**src/rtl/qqspi_arbiter.sv**
```systemverilog
// qqspi_arbiter: shares one qqspi controller between instruction fetch (port 0)
// and load/store (port 1). The winning request is registered onto the mem_*
// bus, held until the controller answers, and the answer is returned to the
// granted port as a one-cycle ready pulse.
module qqspi_arbiter #(
  parameter int ADDR_W    = 23,
  parameter bit RR_MODE   = 1'b1,
  parameter bit FAIR_INIT = 1'b0
) (
  input  logic              clk,
  input  logic              reset,

  input  logic              m0_valid,
  input  logic [ADDR_W-1:0] m0_addr,
  input  logic [31:0]       m0_wdata,
  input  logic [3:0]        m0_wstrb,
  output logic              m0_ready,
  output logic [31:0]       m0_rdata,

  input  logic              m1_valid,
  input  logic [ADDR_W-1:0] m1_addr,
  input  logic [31:0]       m1_wdata,
  input  logic [3:0]        m1_wstrb,
  output logic              m1_ready,
  output logic [31:0]       m1_rdata,

  output logic              mem_valid,
  output logic [ADDR_W-1:0] mem_addr,
  output logic [31:0]       mem_wdata,
  output logic [3:0]        mem_wstrb,
  input  logic              mem_ready,
  input  logic [31:0]       mem_rdata,

  output logic              grant,
  output logic              busy
);

  typedef enum logic [1:0] {IDLE, REQ, DRAIN} state_t;

  state_t      state;
  logic        rr_ptr;   // port that wins the next tie in round-robin mode
  logic [31:0] rdata;
  logic        win;

  // Pick the port to serve from the current requesters (only used in IDLE)
  always_comb begin
    win = 1'b0;
    if (m0_valid && m1_valid)
      win = RR_MODE ? rr_ptr : 1'b0;
    else
      win = !m0_valid;
  end

  // Arbiter FSM: IDLE -> REQ (hold request) -> DRAIN (wait for controller idle)
  always_ff @(posedge clk) begin
    m0_ready <= 1'b0;
    m1_ready <= 1'b0;
    if (reset) begin
      state     <= IDLE;
      mem_valid <= 1'b0;
      mem_addr  <= '0;
      mem_wdata <= '0;
      mem_wstrb <= '0;
      rdata     <= '0;
      grant     <= FAIR_INIT;
      rr_ptr    <= FAIR_INIT;
    end else begin
      case (state)
        IDLE: begin
          // A lingering mem_ready means the controller is not yet idle
          if (!mem_ready && (m0_valid || m1_valid)) begin
            mem_addr  <= win ? m1_addr  : m0_addr;
            mem_wdata <= win ? m1_wdata : m0_wdata;
            mem_wstrb <= win ? m1_wstrb : m0_wstrb;
            grant     <= win;
            mem_valid <= 1'b1;
            state     <= REQ;
          end
        end
        REQ: begin
          if (mem_ready) begin
            rdata     <= mem_rdata;
            if (grant) m1_ready <= 1'b1;
            else       m0_ready <= 1'b1;
            mem_valid <= 1'b0;
            if (RR_MODE) rr_ptr <= ~grant;
            state     <= DRAIN;
          end
        end
        DRAIN: begin
          if (!mem_ready) state <= IDLE;
        end
        default: state <= IDLE;
      endcase
    end
  end

  assign busy     = (state != IDLE);
  assign m0_rdata = rdata;
  assign m1_rdata = rdata;

endmodule

```
**config.mk**
```make
export PLATFORM = sky130hd
export DESIGN_NAME = qqspi_arbiter
export DESIGN_NICKNAME = d
export VERILOG_FILES = /design/src/rtl/qqspi_arbiter.sv
export SDC_FILE = /design/constraint.sdc
export NUM_CORES = 1
export LEC_CHECK = 0
export BUFFER_PORTS_ARGS = -buffer_cell sky130_fd_sc_hd__buf_2
export CELL_PAD_IN_SITES_DETAIL_PLACEMENT = 1
export CELL_PAD_IN_SITES_GLOBAL_PLACEMENT = 2
export CORE_MARGIN = 4
export CORE_UTILIZATION = 22
export DETAILED_ROUTE_END_ITERATION = 16
export GPL_ROUTABILITY_DRIVEN = 0
export MAX_ROUTING_LAYER = met4
export PLACE_DENSITY = 0.84
export SKIP_CTS_REPAIR_TIMING = 1
export SYNTH_ARGS = -nofsm -noshare
export SYNTH_HDL_FRONTEND = slang
export SYNTH_SLANG_ARGS = --single-unit
```
**constraint.sdc**
```tcl
create_clock -name clk -period 2.15 [get_ports clk]
set_input_delay 0.1075 -clock clk [delete_from_list [all_inputs] [get_ports clk]]
set_output_delay 0.1075 -clock clk [all_outputs]
set_load 0.02 [all_outputs]
```
== Yosys cells after proc, flatten, opt, wreduce, memory -nomap -nowiden ==
Cells that the tools add are included.

* Mux-type cells: 13
* Bitwise gates (word level): 3
* Eq/ne operators: 5
* Reductions and logical operators: 13

{| class="wikitable"
|+ Operator list
! cell !! number
|-
| 32-bit 2-to-1 mux || 1
|-
| 23-bit 2-to-1 mux || 1
|-
| 2-bit 2-to-1 mux || 3
|-
| 2-bit inequality test, second input constant || 3
|-
| 2-bit one-hot mux with 3 select lines || 1
|-
| 3-bit AND reduction || 2
|-
| 1-bit 2-to-1 mux || 5
|-
| 4-bit 2-to-1 mux || 1
|-
| 2-bit AND reduction || 2
|-
| 2-bit nonzero test || 2
|-
| 1-bit inverter || 3
|-
| 3-bit OR reduction || 1
|-
| 2-bit by 1-bit equality test with 1-bit output, second input constant || 1
|-
| 2-bit equality test, second input constant || 1
|-
| 1-bit logical AND || 2
|-
| 1-bit zero test || 2
|-
| 2-bit zero test || 1
|-
| 1-bit one-hot mux with 2 select lines || 1
|-
| 1-bit logical OR || 1
|}

* Output and inout port bits: 128
* Register bits: 98
* Input bits: 155
* Logic and storage cells: 44

== Longest topological paths before layout ==
* Depth in word-level cells: 4
* Gate-level depth with buffers: 7
* Gate-level depth less buffers: 3

== Worst setup path before layout ==
Ideal clock, no wire load.

* Kind: register to register
* Start point: register state[1]
* End point: register mem_wdata[10]
* Clock period less this slack: 1.903 ns
* Cell stages (with the launch flop): 7
* Slack: 0.247 ns
* Buffers on the path: 3
* Arrival time: 1.758 ns
* Required time: 2.005 ns
* Library setup time: 0.145 ns
* Path through: dfxtp_1 > buf_6 > or4b_2 > a21oi_2 > buf_2 > buf_2 > a222oi_1

* Longest elaborated chain between the ends: 2

{| class="wikitable"
|+ RTL lines
! item !! line !! RTL
|-
| start, declared || 40 || <nowiki>state_t state;</nowiki>
|-
| start signal, assigned || 59 || <nowiki>state <= IDLE;</nowiki>
|-
| start signal, assigned || 77 || <nowiki>state <= REQ;</nowiki>
|-
| start signal, assigned || 87 || <nowiki>state <= DRAIN;</nowiki>
|-
| 2-bit zero test || 68 || <nowiki>case (state)</nowiki>
|-
| 2-bit AND reduction (no line) || - ||
|-
| end signal, assigned || 73 || <nowiki>mem_wdata <= win ? m1_wdata : m0_wdata;</nowiki>
|-
| end, declared || 29 || <nowiki>output logic [31:0] mem_wdata,</nowiki>
|}

No other way between the ends.
A chain may end at the register's enable or synchronous reset.

== Worst setup path after layout ==
* Start point: input port mem_ready
* End point: register mem_addr[14]

* Longest elaborated chain between the ends: 3

{| class="wikitable"
|+ RTL lines
! item !! line !! RTL
|-
| start, declared || 31 || <nowiki>input logic mem_ready,</nowiki>
|-
| 1-bit zero test || - ||
|-
| 1-bit logical AND || 71 || <nowiki>if (!mem_ready && (m0_valid || m1_valid)) begin</nowiki>
|-
| 2-bit AND reduction (no line) || - ||
|-
| end signal, assigned || 72 || <nowiki>mem_addr <= win ? m1_addr : m0_addr;</nowiki>
|-
| end, declared || 28 || <nowiki>output logic [ADDR_W-1:0] mem_addr,</nowiki>
|}

No other way between the ends.

==> summary.txt <==
Status
  • Status: complete, no violations

Clocking
  • CTS max path bufs: 2
  • Clk sinks: 98
  • # H-tree levels: 3
  • CTS clk-pin slew, worst paths: 0.07 ns
  • TritonCTS clock tree: done
  • CTS Buf Count: 9
  • Worst skew pair latency: 0.34 ns
  • Clock Tree Root: clkbuf_16

STA
  • RSZ-0062 raised after global routing: false
  • Fmax: 494 MHz
  • Final Hold Vio Count: 0
  • Slew Limit Fails: 0
  • Final setup TNS: 0 ns
  • Worst-Margin Slew: 0.398 ns
  • Period utilization: 94.1%
  • Final setup violation count: 0
  • Clock period minus worst slack: 2.02 ns
  • Rel. slew slack: 73.2%
  • Worst Skew: 0.00859 ns

Setup path
  • Critical Path Fanout Max: 59
  • Worst Path Buf+Inv: 3
  • Crit start category: primary input
  • Max stage delay on crit path: 0.55 ns
  • CP arrival: 2.25 ns
  • CP Data Required Time: 2.38 ns
  • Crit. Startpoint: mem_ready
  • RR Startpoint: state[1]
  • Crit end category: flop
  • Critical path's slowest cell: dlygate4sd3_1
  • Worst-path cell chain: dlygate4sd3_1 -> buf_2 -> or3_1 -> or3_2 -> buf_12 -> a222oi_1
  • Setup Crit Path Kind: primary input to flop
  • Crit-path leading delay family: buffers and inverters

Global routing
  • Pin count of the biggest net entering global routing: 60
  • Vias in the first global route: 4395
  • Congestion Overflow GR: 0
  • Global-route wire length before repair: 23200 um
  • Initial antenna violation count: 2
  • GRT Util Overall: 13.9%

Worst hold path
  • Worst Hold Class: primary input to flop
  • Min-delay src: m1_wdata[4]

Logic synthesis
  • Synthesized Nets: 611
  • Post-synth cell types: 28
  • Yosys top cell by area: dfxtp_1
  • Yosys top cell area share: 46.7%
  • Warnings from Yosys: 0
  • Sequential fraction of the synthesis area: 46.7%
  • Synthesized flop and latch total: 98
  • Cells after Synth: 456
  • Avg Cell Area, Syn: 9.21 um^2
  • Cell Area, Synth: 0.00420 mm^2
  • Leading post-synthesis cells by cell area: dfxtp_1, a222oi_1, inv_1

Route
  • Met1 wire length: 6550 um
  • Vias per cell: 4.44
  • DRT Wirelength: 15800 um
  • Max layer used: met4
  • Drt pass-1 iters: 8
  • Drt wl/cell: 16.2 um
  • Final ANT Viol Nets: 0
  • DRC viols: 0
  • Met2 WL: 7610 um
  • DR WL met3: 1340 um
  • Starting DRC count in detailed routing: 288
  • Routed vias: 4317

Pwr
  • Power per cell area: 745 mW/mm^2
  • P_leak: 3.46 nW
  • Worst vdd ir: 0.330 mV
  • Tot Pwr: 4.73 mW

Floorplan
  • Starting Density: 22.4%
  • Die area: 0.0214 mm^2
  • Height of the die: 146 um
  • Core Region: 0.0187 mm^2
  • Die Width: 146 um
  • Num ports: 283
  • Row count: 50

Cells and area
  • Storage cell area: 0.00196 mm^2
  • Fin nets: 887
  • Layout cells sized above 1: 42.3%
  • Fill cell count: 2228
  • Area added between synthesis and finish: 51.2%
  • Post-Layout Cell Count: 973
  • Multi-input gate area: 0.00141 mm^2

Job
  • Max-cap violations: 0

Placed design
  • Dpl hpwl: 11300 um
  • IO buf count: 282
  • Placed insts: 914
## routing by layer
metal  GRT usage [%]  vias up
met5               -        -
met4            3.95        0
met3            4.41       18
met2            23.2      211
li1                -     2078
met1            16.1     2010
## flip-flops by register name, indices dropped and copies added (netlist names)
signal,cells
grant,1
m0_rdata,32
m0_ready,1
m1_ready,1
mem_addr,23
mem_valid,1
mem_wdata,32
mem_wstrb,4
rr_ptr,1
state,2
## cells in the final DEF, fill, tap and decap left out, types with 2 or more instances in the layout
master         count
clkbuf_16          9
nor2_1             3
diode_2            2
dfxtp_1           98
dlygate4sd3_1     41
nor4_1             2
bufinv_16          2
buf_4              7
a22o_1            32
buf_2            282
buf_12             2
nand2b_1          60
clkbuf_1           2
inv_1            117
a222oi_1          58
nor3_1             2
## layout make-up
type	count	area share [%]
antenna	2	0.0789
clock buffer	11	3.67
clock inverter	5	1.38
inverter	117	6.92
multi-input combinational	174	22.3
sequential	98	30.9
tap	234	4.61
timing repair buffer	332	30.2
## synthesized netlist by cell type (all sizes together)
| library cell | count |
|---|---|
| or4b | 1 |
| nand2b | 60 |
| dfxtp | 98 |
| nor2 | 3 |
| a32oi | 1 |
| clkbuf | 27 |
| or2 | 1 |
| and4b | 1 |
| a22o | 32 |
| nand2 | 1 |
| o21a | 1 |
| or3 | 2 |
| inv | 117 |
| xnor2 | 1 |
| and2 | 1 |
| a21o | 1 |
| nor4 | 2 |
| a221oi | 1 |
| a222oi | 58 |
| a21oi | 1 |
| buf | 40 |
| nor3 | 3 |
| nor3b | 1 |
| o21ba | 1 |
| and3 | 1 |
## through the flow
stage | worst slack (ns) | cell area, um^2 | hold slack (ns) | utilization (%)
2_1_floorplan | 0.247 | 4200 | 0.186 | -
3_3_place_gp | 0.219 | 5610 | 0.317 | 30.0
3_5_place_dp | 0.123 | 5610 | 0.322 | 30.0
4_1_cts | 0.142 | 5930 | -0.0483 | 31.7
5_1_grt | 0.0188 | 6350 | 0.00137 | 33.9
6_report | 0.127 | 6350 | 0.00666 | 33.9
## report_power, final
group	switching, mW	leakage, nW	total (mW)	internal (mW)
Combinational	0.520	2.50	0.930	0.411
Clock	0.722	0.152	1.75	1.03
Sequential	0.0810	0.806	2.04	1.96
Total	1.32	3.46	4.73	3.40
## worst min-delay path: cells and delay by family
family | cells | cell delay (ns)
compound gates | 1 | 0.05
buf+inv | 2 | 0.14
## final timing paths
path | endpoint | slack, ns | cells past startpoint
worst max-delay path | mem_addr[14] | 0.13 | 6
worst min-delay path | mem_wdata[4] | 0.007 | 3
worst max register to register | mem_addr[14] | 0.13 | 4
worst min register to register | mem_valid | 0.47 | 1
## cells by family (layout without fill, tap and decap cells)
| group | Yosys count | in the layout | share of synthesized area [%] |
|---|---|---|---|
| xor+xnor | 1 | 1 | 0.209 |
| other cells | 0 | 2 | 0 |
| compound gates | 96 | 96 | 21.7 |
| buf+inv | 184 | 465 | 20.0 |
| flops | 98 | 98 | 46.7 |
| simple gates | 77 | 77 | 11.4 |
Note: power is estimated with default switching activity, not from simulation.
